<file path="src/rtl/uart_tx_serializer.sv">
// UART transmitter: frames a parallel word as start, LSB-first data, optional parity and stop bits.
// Each serial bit is held for OVERSAMPLE clocks. Define UART_TX_PARITY_EN to insert an even-parity bit.
module uart_tx_serializer #(
    parameter int DATA_BITS  = 8,
    parameter int OVERSAMPLE = 16,
    parameter int STOP_BITS  = 1
) (
    input  logic                 clk,
    input  logic                 rst,
    input  logic                 tx_start,
    input  logic [DATA_BITS-1:0] tx_data,
    output logic                 tx_serial,
    output logic                 tx_busy,
    output logic                 tx_done
);

    localparam int SW = (OVERSAMPLE > 1) ? $clog2(OVERSAMPLE) : 1;
    localparam int BW = $clog2(DATA_BITS + 1);

`ifdef UART_TX_PARITY_EN
    typedef enum logic [2:0] {S_IDLE, S_START, S_DATA, S_PARITY, S_STOP} state_t;
`else
    typedef enum logic [2:0] {S_IDLE, S_START, S_DATA, S_STOP} state_t;
`endif

    state_t               r_state;
    logic [SW-1:0]        r_sample;
    logic [BW-1:0]        r_bit;
    logic [DATA_BITS-1:0] r_shift;
`ifdef UART_TX_PARITY_EN
    logic                 r_parity;
`endif

    logic w_bit_end;
    logic w_last_stop;
    logic w_accept;

    assign w_bit_end   = (r_sample == SW'(OVERSAMPLE - 1));
    assign w_last_stop = (r_state == S_STOP) && w_bit_end && (r_bit == BW'(STOP_BITS - 1));
    // The final stop boundary counts as the first IDLE cycle, so a waiting
    // request starts the next frame there with no idle gap on the line.
    assign w_accept    = tx_start && ((r_state == S_IDLE) || w_last_stop);

    always_ff @(posedge clk) begin
        if (rst) begin
            r_state   <= S_IDLE;
            r_sample  <= '0;
            r_bit     <= '0;
            r_shift   <= '0;
`ifdef UART_TX_PARITY_EN
            r_parity  <= 1'b0;
`endif
            tx_serial <= 1'b1;
            tx_busy   <= 1'b0;
            tx_done   <= 1'b0;
        end else begin
            // NOTE: non-blocking throughout, so every branch reads pre-edge state
            // and the acceptance block below may legally override the case arms.
            tx_done <= 1'b0;
            if (r_state != S_IDLE)
                r_sample <= w_bit_end ? '0 : r_sample + SW'(1);

            case (r_state)
                S_IDLE: begin
                    tx_serial <= 1'b1;
                    tx_busy   <= 1'b0;
                end
                S_START: begin
                    if (w_bit_end) begin
                        r_state   <= S_DATA;
                        tx_serial <= r_shift[0];
                    end
                end
                S_DATA: begin
                    if (w_bit_end) begin
                        if (r_bit == BW'(DATA_BITS - 1)) begin
                            r_bit <= '0;
`ifdef UART_TX_PARITY_EN
                            r_state   <= S_PARITY;
                            tx_serial <= r_parity;
`else
                            r_state   <= S_STOP;
                            tx_serial <= 1'b1;
`endif
                        end else begin
                            r_bit     <= r_bit + BW'(1);
                            r_shift   <= r_shift >> 1;
                            tx_serial <= r_shift[1];
                        end
                    end
                end
`ifdef UART_TX_PARITY_EN
                S_PARITY: begin
                    if (w_bit_end) begin
                        r_state   <= S_STOP;
                        tx_serial <= 1'b1;
                    end
                end
`endif
                S_STOP: begin
                    if (w_bit_end) begin
                        if (r_bit == BW'(STOP_BITS - 1)) begin
                            r_bit     <= '0;
                            r_state   <= S_IDLE;
                            tx_serial <= 1'b1;
                            tx_busy   <= 1'b0;
                            tx_done   <= 1'b1;
                        end else begin
                            r_bit <= r_bit + BW'(1);
                        end
                    end
                end
                default: r_state <= S_IDLE;
            endcase

            if (w_accept) begin
                r_state   <= S_START;
                r_sample  <= '0;
                r_bit     <= '0;
                r_shift   <= tx_data;
`ifdef UART_TX_PARITY_EN
                r_parity  <= ^tx_data;
`endif
                tx_serial <= 1'b0;
                tx_busy   <= 1'b1;
            end
        end
    end

endmodule

</file>
<file path="config.mk">
export PLATFORM = sky130hd
export DESIGN_NAME = uart_tx_serializer
export DESIGN_NICKNAME = d
export VERILOG_FILES = /design/src/rtl/uart_tx_serializer.sv
export SDC_FILE = /design/constraint.sdc
export NUM_CORES = 1
export LEC_CHECK = 0
export ABC_AREA = 0
export CORE_AREA = 3 3 52 54
export DETAILED_ROUTE_END_ITERATION = 16
export DIE_AREA = 0 0 55 57
export MAX_ROUTING_LAYER = met4
export PLACE_DENSITY = 0.79
export REMOVE_ABC_BUFFERS = 1
export SLEW_MARGIN = 10
export SYNTH_ARGS = -nofsm -noshare
export SYNTH_HDL_FRONTEND = slang
export SYNTH_SLANG_ARGS = --single-unit
</file>
<file path="constraint.sdc">
create_clock -name clk -period 2.7 [get_ports clk]
set_clock_uncertainty 0.1 [all_clocks]
set_input_delay 0.27 -clock clk [delete_from_list [all_inputs] [get_ports clk]]
set_output_delay 0.27 -clock clk [all_outputs]
set_load 0.02 [all_outputs]
</file>
==> impl_metrics.toml <==
[run_status]
status = "finished, final reports clean"

[floorplanning]
core_area_um2 = 2250
die_x_um = 55
rows = 17
dieArea_um2 = 3140
initial_core_util = 0.494
die_y_um = 57
ios = 14

[synth]
yosysTopAreaCell = "dfxtp_1"
ys_seq_elements = 21
synth_fa_ha_area_frac = 0.0786
synth_cell_types = 37
yosys.area_share.simple = 0.244
synth_edf_count = 0
synth_top_family_by_area = "simple AND/OR/NAND/NOR gates"
synth-xor-area-share = 0.00786
ys_async_sr_fraction = 0
synth-compound-area-share = 0.207
yosys_warnings = 0
syn_inst = 135
synthMuxAreaShare = 0.0281
yosys.area.top_type_share = 0.377
synth-main-ff-cell = "dfxtp_1"
netlist_area_um2 = 1110
yosysSeqAreaShare = 0.377
ys_top_cells_by_area = "dfxtp_1 (38%), ha_1 (7.9%), nand2_1 (6.1%)"
avgSynthCellArea_um2 = 8.26

[placed_design]
placed_cell_area_um2 = 1250
finalWeightedCongestion = 0.829
dpl.hpwl_um = 1670
place.port_buffers = 13

[power]
vdd_drop_max_mv = 0.306
power_density_nw_per_um2 = 490
finalPower_mw = 0.627
leakage_nw = 0.480

[cells_and_area]
layout-drive-gt1-share = 0.0616
postLayoutCellArea_um2 = 1280
nets = 165
syn2layout_area_growth_pct = 14.8
insertedDiodeCount = 0

[clock_tree]
numCtsBuffers = 3
cts_htree_levels = 1
clkTransAtPathRegs_ns = 0.12
cts_resized = 0
clockBufferDepth = 2
clock_sinks = 21
cts_tree = "built"
post-cts-setup-buffers = 0
cts_hold_buffers = 0
cts_root_buffer = "clkbuf_4"
clk_latency_ns = 0.31

[grt]
grt_pass1_vias = 878
grt.total_usage = 0.165
antenna_found_initial = 0
grt_pass1_wl_um = 3750
overflow = 0
grt_max_degree = 17

[sta]
max_slew.worst_pin.slew_ns = 0.678
tns_ns = 0
hold_viol_final = 0
setup_viol = 0
slew_headroom = 0.548
slew_violations = 0
rsz0062_at_grt = "false"
min_period_ns = 2.09
timing.fmax_mhz = 479
period_share = 0.774

[detailed_routing]
ant_nets = 0
dr.pass1.iters = 4
drc = 0
drt_iter0_drc = 19
vias_per_cell = 5.70
dr_total_vias = 991
wirelength_um = 2270
wl_per_cell_um = 13.1

[worst_setup_path]
cp.arrival_ns = 2.20
cp-start-kind = "register"
critPathKind = "register to register"
endpoint_kind = "register"
cp_max_fo = 9
r2r.worst_path.cells = 5
required_ns = 2.81

[flow_run]
drv_cap = 0

[worst_hold_path]
hold_class = "register to register"
min_path_cells = 2
cells in the mapped netlist, drive strengths merged, types with 2 or more instances:
| master | n |
|---|---|
| a21oi | 8 |
| a221o | 3 |
| a311oi | 5 |
| a31oi | 2 |
| and3 | 2 |
| buf | 3 |
| clkbuf | 4 |
| dfxtp | 21 |
| ha | 7 |
| inv | 8 |
| mux2i | 2 |
| nand2 | 18 |
| nand3 | 6 |
| nor2 | 16 |
| nor3 | 3 |
| o21ai | 7 |
| or3 | 2 |
| or4 | 2 |
cell type report:
| class | count | area [um2] |
|---|---|---|
| well taps | 28 | 35.0 |
| repair buffers | 14 | 138 |
| flip-flops and latches | 21 | 420 |
| fillers | 214 | 975 |
| inverters | 8 | 30.0 |
| multi-input cells | 99 | 629 |
| clock inverters | 1 | 5.00 |
| clock buffers | 3 | 22.5 |
flip-flops by register name, indices dropped and copies added (netlist names):
name	count
r_shift	8
tx_done	1
tx_serial	1
r_state	2
r_sample	4
r_bit	4
tx_busy	1
layer usage:
layer | GRT usage | up-vias | wire [um]
li1 | - | 506 | -
met4 | 0.0625 | 0 | 36
met5 | - | - | 0
met2 | 0.238 | 19 | 1050
met1 | 0.225 | 461 | 1100
met3 | 0.0313 | 5 | 85
metrics by stage:
step           setup slack (ns)  hold slack, ns  utilization  cells
3_3_place_gp              0.656           0.359        0.555    170
3_5_place_dp              0.549           0.369        0.555    170
4_1_cts                   0.618           0.385        0.568    174
2_1_floorplan             0.876           0.239            -    128
6_report                  0.611           0.380        0.568    174
5_1_grt                   0.428           0.407        0.568    174
worst paths after layout:
path	start	to	slack [ns]
setup / recovery	r_sample[0]	r_state[1]	0.61
hold / removal	r_shift[7]	r_shift[7]	0.38
setup reg to reg	r_sample[0]	r_state[1]	0.61
hold reg to reg	r_shift[7]	r_shift[7]	0.38
cell families after synthesis:
group | Yosys count
AO/OA/AOI/OAI | 32
flip-flops | 21
multiplexers | 3
AND/OR/NAND/NOR | 56
adder cells (fa/ha/maj) | 7
XOR/XNOR | 1
buffers and inverters | 15
power by group:
part	leakage (nW)	internal, mW	total (mW)	switching (mW)
clock	0.0177	0.0554	0.151	0.0957
sequential	0.172	0.331	0.346	0.0144
combinational	0.291	0.0615	0.130	0.0687
total	0.480	0.448	0.627	0.179
critical path, cell delays in order (launching register included):
cell	delay, ns
dfxtp_1	0.42
ha_1	0.22
and3_1	0.38
o21ai_1	0.19
a221o_1	0.36
mux2_1	0.31
layout by cell type (no fill, tap or decap), drive strengths merged, types with 2 or more instances in the layout:
| cell type | instances |
|---|---|
| a21oi | 8 |
| a221o | 3 |
| a311oi | 5 |
| a31oi | 2 |
| and3 | 2 |
| clkbuf | 3 |
| clkdlybuf4s50 | 13 |
| dfxtp | 21 |
| ha | 7 |
| inv | 8 |
| mux2i | 2 |
| nand2 | 18 |
| nand3 | 6 |
| nor2 | 16 |
| nor3 | 3 |
| o21ai | 7 |
| or3 | 2 |
| or4 | 2 |
Power figures use the tool's default switching activity.
